===== config.mk =====
export PLATFORM = sky130hd
export DESIGN_NAME = fma_rr_scheduler
export DESIGN_NICKNAME = d
export VERILOG_FILES = /design/src/rtl/fma_arb_pkg.sv /design/src/rtl/fma_rr_scheduler_tag_fifo.sv /design/src/rtl/fma_rr_scheduler.sv
export SDC_FILE = /design/constraint.sdc
export NUM_CORES = 1
export LEC_CHECK = 0
export CAP_MARGIN = 20
export CORE_AREA = 2 2 267 269
export DETAILED_ROUTE_END_ITERATION = 10
export DIE_AREA = 0 0 269 271
export SYNTH_ARGS = -nofsm -noshare
export SYNTH_HDL_FRONTEND = slang
export SYNTH_SLANG_ARGS = --single-unit
export TNS_END_PERCENT = 10

===== constraint.sdc =====
create_clock -name clk -period 7.95 [get_ports clk]
set_clock_uncertainty 0.05 [all_clocks]
set_input_delay 1.59 -clock clk [delete_from_list [all_inputs] [get_ports clk]]
set_output_delay 1.59 -clock clk [all_outputs]
set_load 0.02 [all_outputs]

===== src/rtl/fma_arb_pkg.sv =====
// Shared widths and helpers for the FMA round-robin scheduler.
// Widths are derived from the Q(INTW).(FRACW) operand format.
package fma_arb_pkg;

   localparam int DEF_NREQ = 4;

   function automatic int clog2(input int v);
      int r;
      int x;
      r = 0;
      x = v - 1;
      while (x > 0) begin
         r++;
         x = x >> 1;
      end
      return r;
   endfunction

   function automatic int opw_f(input int intw, input int fracw);
      return intw + fracw;
   endfunction

   // Addend/result keep the full fractional precision of the product.
   function automatic int accw_f(input int intw, input int fracw);
      return intw + 2 * fracw;
   endfunction

   function automatic int idw_f(input int nreq);
      return (clog2(nreq) > 1) ? clog2(nreq) : 1;
   endfunction

   typedef logic [idw_f(DEF_NREQ)-1:0] req_id_t;

endpackage


===== src/rtl/fma_rr_scheduler_tag_fifo.sv =====
// In-order FIFO of requester IDs for ops currently inside the FMA core.
// DEPTH must be a power of two (>=2) so the pointers wrap naturally.
module tag_fifo
   import fma_arb_pkg::*;
#(
   parameter int W     = 2,
   parameter int DEPTH = 4,
   localparam int AW   = (clog2(DEPTH) > 0) ? clog2(DEPTH) : 1,
   localparam int CW   = clog2(DEPTH) + 1
) (
   input  logic          clk,
   input  logic          rstn,
   input  logic          push,
   input  logic          pop,
   input  logic [W-1:0]  din,
   output logic [W-1:0]  dout,
   output logic          full,
   output logic          empty,
   output logic [CW-1:0] count
);

   logic [W-1:0]  mem [DEPTH];
   logic [AW-1:0] wr_ptr;
   logic [AW-1:0] rd_ptr;
   logic          push_ok;
   logic          pop_ok;

   assign full    = (count == CW'(DEPTH));
   assign empty   = (count == '0);
   assign push_ok = push & ~full;
   assign pop_ok  = pop & ~empty;
   assign dout    = mem[rd_ptr];

   always_ff @(posedge clk) begin
      if (push_ok) mem[wr_ptr] <= din;
   end

   always_ff @(posedge clk or negedge rstn) begin
      if (!rstn) begin
         wr_ptr <= '0;
         rd_ptr <= '0;
         count  <= '0;
      end else begin
         if (push_ok) wr_ptr <= wr_ptr + 1'b1;
         if (pop_ok)  rd_ptr <= rd_ptr + 1'b1;
         case ({push_ok, pop_ok})
            2'b10:   count <= count + 1'b1;
            2'b01:   count <= count - 1'b1;
            default: count <= count;
         endcase
      end
   end

endmodule


===== src/rtl/fma_rr_scheduler.sv =====
// Round-robin issue scheduler sharing one in-order FMA pipeline among NREQ
// requesters; issued IDs ride a tag FIFO so each result returns to its owner.
module fma_rr_scheduler
   import fma_arb_pkg::*;
#(
   parameter int NREQ  = 4,
   parameter int INTW  = 16,
   parameter int FRACW = 16,
   parameter int DEPTH = 4,
   localparam int OPW  = opw_f(INTW, FRACW),
   localparam int ACCW = accw_f(INTW, FRACW),
   localparam int IDW  = idw_f(NREQ),
   localparam int CW   = clog2(DEPTH) + 1
) (
   input  logic             clk,
   input  logic             rstn,
   input  logic [NREQ-1:0]  req_valid,
   output logic [NREQ-1:0]  req_ready,
   input  logic [NREQ*OPW-1:0]  req_a,
   input  logic [NREQ*OPW-1:0]  req_b,
   input  logic [NREQ*ACCW-1:0] req_c,
   output logic             fma_in_valid,
   input  logic             fma_in_ready,
   output logic [OPW-1:0]   fma_a,
   output logic [OPW-1:0]   fma_b,
   output logic [ACCW-1:0]  fma_c,
   input  logic             fma_out_valid,
   input  logic [ACCW-1:0]  fma_out,
   output logic [NREQ-1:0]  rsp_valid,
   output logic [IDW-1:0]   rsp_id,
   output logic [ACCW-1:0]  rsp_data,
   output logic [CW-1:0]    inflight,
   output logic             err_orphan
);

   logic [IDW-1:0] rr_ptr;
   logic [IDW-1:0] winner;
   logic [IDW-1:0] cand;
   logic [IDW-1:0] head;
   logic           found;
   logic           full;
   logic           empty;
   logic           issue;
   logic           pop;

   // No full-bypass: a same-cycle pop does not free a slot for issue.
   assign fma_in_valid = (|req_valid) & ~full;
   assign issue        = fma_in_valid & fma_in_ready;
   assign pop          = fma_out_valid & ~empty;
   assign req_ready    = issue ? (NREQ'(1) << winner) : '0;

   // Search starts one past the last winner, wrapping at NREQ.
   always_comb begin
      winner = rr_ptr;
      cand   = rr_ptr;
      found  = 1'b0;
      for (int k = 0; k < NREQ; k++) begin
         cand = (cand == IDW'(NREQ - 1)) ? '0 : cand + 1'b1;
         if (!found && req_valid[cand]) begin
            found  = 1'b1;
            winner = cand;
         end
      end
   end

   always_comb begin
      fma_a = '0;
      fma_b = '0;
      fma_c = '0;
      for (int i = 0; i < NREQ; i++) begin
         if (winner == IDW'(i)) begin
            fma_a = req_a[i*OPW +: OPW];
            fma_b = req_b[i*OPW +: OPW];
            fma_c = req_c[i*ACCW +: ACCW];
         end
      end
   end

   always_ff @(posedge clk or negedge rstn) begin
      if (!rstn) rr_ptr <= IDW'(NREQ - 1);
      else if (issue) rr_ptr <= winner;
   end

   tag_fifo #(
      .W     (IDW),
      .DEPTH (DEPTH)
   ) u_tags (
      .clk   (clk),
      .rstn  (rstn),
      .push  (issue),
      .pop   (pop),
      .din   (winner),
      .dout  (head),
      .full  (full),
      .empty (empty),
      .count (inflight)
   );

   // A result with no tag outstanding is dropped and latched as an error.
   always_ff @(posedge clk or negedge rstn) begin
      if (!rstn) begin
         rsp_valid  <= '0;
         rsp_id     <= '0;
         rsp_data   <= '0;
         err_orphan <= 1'b0;
      end else begin
         rsp_valid <= pop ? (NREQ'(1) << head) : '0;
         if (pop) begin
            rsp_id   <= head;
            rsp_data <= fma_out;
         end
         if (fma_out_valid && empty) err_orphan <= 1'b1;
      end
   end

endmodule

# == Word-level counts from Yosys, hierarchy flattened ==
# Memory sizes are Yosys's and may differ from the RTL's.
# Index checks and enable logic that the tools add are counted.
# totals
ff_bits,64
latchBits,0
ram_bits,8
rom_bits,0
inputBits,504
output_inout_bits,175
word_cells,87
memories,1
# classes
n_addsub,8
mul,0
div,0
order_cmp,4
eq_ne,10
shift,2
mux,36
bitwise_logic,7
reduce_logical,11
# mem_list
memory,depth,width,rd,rd_clocked_by_memory_dff,wr,line_no,rtl
u_tags.mem,4,2,1,0,1,fma_rr_scheduler_tag_fifo.sv:22,logic [W-1:0] mem [DEPTH];
# op_table
op,count
two-way mux 32 bit,8
two-way mux 48 bit,4
two-way mux 2 bit,8
"equality test 2 bit, second input constant",7
"adder 2 x 1 -> 2 bit, second input constant",6
"< comparator 2 x 3 -> 1 bit, second input constant",4
two-way mux 1 bit,9
binary-select mux 1 bit (select 2 bit),4
two-way mux 4 bit,2
"<< shifter 1 x 2 -> 4 bit, first input constant",2
case mux 3 bit (2 select lines),1
AND 1 bit,5
"equality test 2 x 1 -> 1 bit, second input constant",2
logical AND 1 bit,4
OR reduction 4 bit,1
"adder 3 x 1 -> 3 bit, second input constant",1
"equality test 3 bit, second input constant",1
zero test 1 bit,3
zero test 3 bit,1
"subtractor 3 x 1 -> 3 bit, second input constant",1
zero test 2 bit,1
inverter 1 bit,2
nonzero test 2 bit,1

# == Depth between registers and ports, before layout ==
# logic_depth
ltp_word,19
ltp_mapped,13
ltp_nobuf,11

# == Cells and area by module ==
# From an unflattened synthesis, not the netlist that was laid out.
# unflattened
hier_cells,723
area_unflattened_um2,6927.9
# by_module_without_submodules
module,instances,cells_each,area_per_inst_um2,seq_area_each_um2
fma_rr_scheduler,1,676,6202.2,1428.9
tag_fifo,1,47,725.7,415.4

# == Least setup slack after synthesis ==
# Ideal clock, no wire load.
# synth_path
path_kind,input-to-output
startpoint,input req_valid[1]
endpoint,output fma_a[0]
arrival_time_ns,3.627
t_required_ns,6.310
slack_ns,2.683
cell_stages,9
path_buffers,3
path_cell_list,buf_6 -> or4b_4 -> o21a_1 -> a21o_1 -> a32oi_4 -> buf_12 -> buf_12 -> mux2i_1 -> mux2i_1
# synth_between
elab_chain_len,17
elab_cells_between_ends,29
classes_between,eq/ne (3); mux (19); reduce/logical (7)
# synth_rtl
element,line_no,rtl
start: declaration,fma_rr_scheduler.sv:17,"input logic [NREQ-1:0] req_valid,"
binary-select mux 1 bit (select 2 bit),fma_rr_scheduler.sv:59,if (!found && req_valid[cand]) begin
two-way mux 1 bit (implied by the code),fma_rr_scheduler.sv:59,
two-way mux 1 bit,fma_rr_scheduler.sv:59,
zero test 1 bit,fma_rr_scheduler.sv:59,
logical AND 1 bit,fma_rr_scheduler.sv:59,
two-way mux 1 bit,fma_rr_scheduler.sv:59,
zero test 1 bit,fma_rr_scheduler.sv:59,
logical AND 1 bit,fma_rr_scheduler.sv:59,
two-way mux 1 bit,fma_rr_scheduler.sv:59,
zero test 1 bit,fma_rr_scheduler.sv:59,
logical AND 1 bit,fma_rr_scheduler.sv:59,
two-way mux 2 bit *,fma_rr_scheduler.sv:59,
zero test 2 bit,fma_rr_scheduler.sv:71,if (winner == IDW'(i)) begin
two-way mux 32 bit (3 in series),fma_rr_scheduler.sv:71,
two-way mux 32 bit *,fma_rr_scheduler.sv:71,
end: declaration,fma_rr_scheduler.sv:24,"output logic [OPW-1:0] fma_a,"
# Every way passes the cells marked *; elsewhere a longest branch is shown, timed or not. The select of a mux whose other input is x is not followed.

# == Worst setup path in the final report ==
# layout_path
startpoint,input req_valid[1]
endpoint,output fma_c[45]
# layout_between
elab_chain_len,17
elab_cells_between_ends,29
classes_between,eq/ne (3); mux (19); reduce/logical (7)
# layout_rtl
element,line_no,rtl
binary-select mux 1 bit (select 2 bit),fma_rr_scheduler.sv:59,
two-way mux 1 bit (implied by the code),fma_rr_scheduler.sv:59,
two-way mux 1 bit,fma_rr_scheduler.sv:59,
zero test 1 bit,fma_rr_scheduler.sv:59,
logical AND 1 bit,fma_rr_scheduler.sv:59,
two-way mux 1 bit,fma_rr_scheduler.sv:59,
zero test 1 bit,fma_rr_scheduler.sv:59,
logical AND 1 bit,fma_rr_scheduler.sv:59,
two-way mux 1 bit,fma_rr_scheduler.sv:59,
zero test 1 bit,fma_rr_scheduler.sv:59,
logical AND 1 bit,fma_rr_scheduler.sv:59,
two-way mux 2 bit *,fma_rr_scheduler.sv:59,
zero test 2 bit,fma_rr_scheduler.sv:71,
two-way mux 48 bit (3 in series),fma_rr_scheduler.sv:71,
two-way mux 48 bit *,fma_rr_scheduler.sv:71,
end: declaration,fma_rr_scheduler.sv:26,"output logic [ACCW-1:0] fma_c,"
# Marked as above.

==> metrics.md <==
| Metric | Value |
|---|---|
| Status | `complete, no violations` |
| TritonCTS clock tree | `done` |
| Top-Level Pins | `679` |
| Relative slew slack | `0.456` |
| Register bit total from synthesis | `72` |
| Crit Path Max Fanout | `59` |
| CP most frequent cell | `mux2i_1` |
| Post-synth EDFFs | `8` |
| Clock Power Share | `0.036` |
| RSZ-0062 raised after global routing | `false` |
| Pleak | `6.18 nW` |
| Startpoint Class | `input port` |
| CP Data Required Time | `6310 ps` |
| Sequential-to-total area share from yosys stat | `0.258` |
| Switching share of power | `0.503` |
| Worst Tran Pin Value | `816 ps` |
| Full die area | `72900 um2` |
| Drt pass-1 iters | `4` |
| Num CTS Buffers | `9` |
| TNS Setup | `0 ps` |
| DIE WIDTH | `269 um` |
| Post-CTS sizing | `0` |
| Synth warn | `0` |
| Critical path, cell by cell | `clkdlybuf4s50_1 -> mux2_2 -> mux2i_1 -> o211ai_1 -> a32oi_4 -> buf_12 -> buf_12 -> mux2i_1 -> mux2i_1 -> clkdlybuf4s50_1` |
| Global-route wire length before repair | `64.3 mm` |
| Antenna violations before repair | `34` |
| Cts-stage hold buffer count | `0` |
| Number of cell rows | `97` |
| Hold Violations, Final | `0` |
| Clk sinks | `72` |
| GP Congestion | `0.914` |
| Worst Hold Class | `reg -> reg` |
| Hpwl dp | `42.7 mm` |
| Setup Viol. Count Final | `0` |
| P per Cell Area | `640 nW/um2` |
| Comb power frac | `0.898` |
| Synth unique cells | `43` |
| Initial Util | `0.103` |
| Share of cells above drive strength 1 | `0.0339` |
| Total GRT Usage | `0.126` |
| Synthesis-to-finish area growth | `109%` |
| Via/cell ratio | `3.48` |
| Remaining antenna violation count | `0` |
| Max clock buf depth | `2` |
| Hold path cells | `1` |
| Nets | `1862` |
| Async SR Flop Fraction | `0.889` |
| Vias | `8053` |
| Max Slew Vio Count | `0` |
| Synth Area per Inst | `10.2 um2` |
| Clk slew on worst S/H paths | `60 ps` |
| Internal power | `4.75 mW` |
| Number of port buffers | `678` |
| Syn Nets | `1211` |
| Core box area | `69800 um2` |
| Slowest CP cell | `clkdlybuf4s50_1` |
| Post-synth top flop | `dfrtp_1` |
| Mapped Cells | `700` |
| Pin count of the biggest net entering global routing | `65` |
| Period utilization | `0.865` |
| Max Clk Rate | `145 MHz` |
| Root Driver | `clkbuf_16` |
| Commonest cells after routing, fill and taps aside | `clkdlybuf4s50_1, mux2i_1, nand2_1` |
| Sequential Power Share | `0.066` |
| WP data arrival | `5240 ps` |
| Synth Cell Area | `7160 um2` |
| Initial drt markers | `272` |
| Later-pin clock latency in the skew report | `330 ps` |
| Vias in the first global route | `8754` |
| Clock period minus worst slack | `6880 ps` |
| Most common cell after layout, fill and taps aside | `clkdlybuf4s50_1` |
| Final core utilization | `0.214` |
| Height of the die | `271 um` |
| WL/cell | `20.8 um` |
| Max stage delay on crit path | `570 ps` |
| Worst Path Class, Setup | `in -> out` |
| Post-CTS Setup Inserts | `0` |
| Worst IR drop on VDD | `0.426 mV` |
| Crit end category | `output port` |
| Worst R2R Path Depth | `7` |
| Switching pwr | `4.80 mW` |
| Grt ovf | `0` |
| Max capacitance violation total | `0` |
| Post-route DRC | `0` |
| WL final | `48.2 mm` |
| H-tree levels | `3` |
## logic make-up after synthesis
logic type | after synthesis | share of synthesized area
flops | 72 | 0.258
xor+xnor | 8 | 0.00979
fa+ha+maj | 7 | 0.0133
simple gates | 177 | 0.0987
compound gates | 24 | 0.0248
mux | 347 | 0.492
buf+inv | 65 | 0.104
## synthesized netlist by cell type, types with 2 or more instances
cell type | count | area share
nor2_1 | 9 | 0.0047
xor2_1 | 3 | 0.0037
o21a_1 | 2 | 0.0021
xnor2_1 | 5 | 0.0061
a21o_1 | 2 | 0.0021
buf_8 | 18 | 0.038
mux4_2 | 2 | 0.0063
a21oi_1 | 5 | 0.0035
buf_6 | 9 | 0.014
and3_1 | 6 | 0.0052
a211oi_1 | 2 | 0.0021
ha_1 | 6 | 0.010
edfxtp_1 | 8 | 0.034
dfstp_2 | 2 | 0.0073
a31oi_1 | 2 | 0.0017
inv_1 | 8 | 0.0042
buf_12 | 14 | 0.039
nor3_1 | 5 | 0.0035
mux2_2 | 5 | 0.0079
clkbuf_1 | 11 | 0.0058
nand2_1 | 152 | 0.080
mux2i_1 | 339 | 0.47
dfrtp_1 | 62 | 0.22
o21ai_0 | 4 | 0.0028
## through the flow
stage               hold WS, ps  instances  setup WS [ps]  power (mW)  cell area (um2)
finish                      415       2317           1070        9.55            14900
global route                441       2312            850        10.2            14900
CTS                         419       2295           1020        9.70            14900
detailed placement          406       2280           1060        9.30            14600
global placement            394       2280           1140        9.23            14600
floorplan                   431        700           2680        6.58             7160
## critical path, delay by kind of cell
| kind | cells | cell delay [ps] |
|---|---|---|
| buffers and inverters | 4 | 1710 |
| multiplexers | 4 | 1260 |
| AO/OA/AOI/OAI | 2 | 550 |
## registers in the layout, indices dropped and copies added (netlist names)
| register | flops |
|---|---|
| err_orphan | 1 |
| rsp_id | 2 |
| u_tags.count | 3 |
| u_tags.rd_ptr | 2 |
| rr_ptr | 2 |
| rsp_valid | 4 |
| rsp_data | 48 |
| u_tags.mem | 8 |
| u_tags.wr_ptr | 2 |
## routing by layer
layer  vias to the layer above  part of all wire  GRT usage
met3                        64              0.11     0.0493
met5                         -            0.0018          0
met1                      3758              0.36      0.131
li1                       3811                 -          -
met2                       406              0.50      0.224
met4                        14             0.029     0.0496
## final timing paths
check	start	to	slack, ps
max	req_valid[1]	fma_c[45]	1070
min	err_orphan	err_orphan	420
max reg2reg	rr_ptr[0]	u_tags.mem[0][1]	4600
min reg2reg	err_orphan	err_orphan	420
max in group asynchronous	rstn	rsp_data[10]	5910
min in group asynchronous	rstn	err_orphan	1380
## final cells by class
type	instances	area, um2
Antenna cell	22	55.1
Clock buffer	11	233
Clock inverter	4	22.5
Fill cell	7515	54900
Inverter	10	37.5
Multi-Input combinational cell	563	4590
Sequential cell	72	1840
Tap cell	940	1180
Timing Repair Buffer	695	6970
## power by group through the flow
stage                     clock network, mW  registers, mW  logic, mW
after global routing                  0.375          0.642       9.14
after CTS                             0.361          0.629       8.71
after floorplan                           0          0.733       5.84
after global placement                    0          0.627       8.60
after detailed placement                  0          0.635       8.66
final                                 0.347          0.627       8.58
Power figures use the tool's default switching activity.
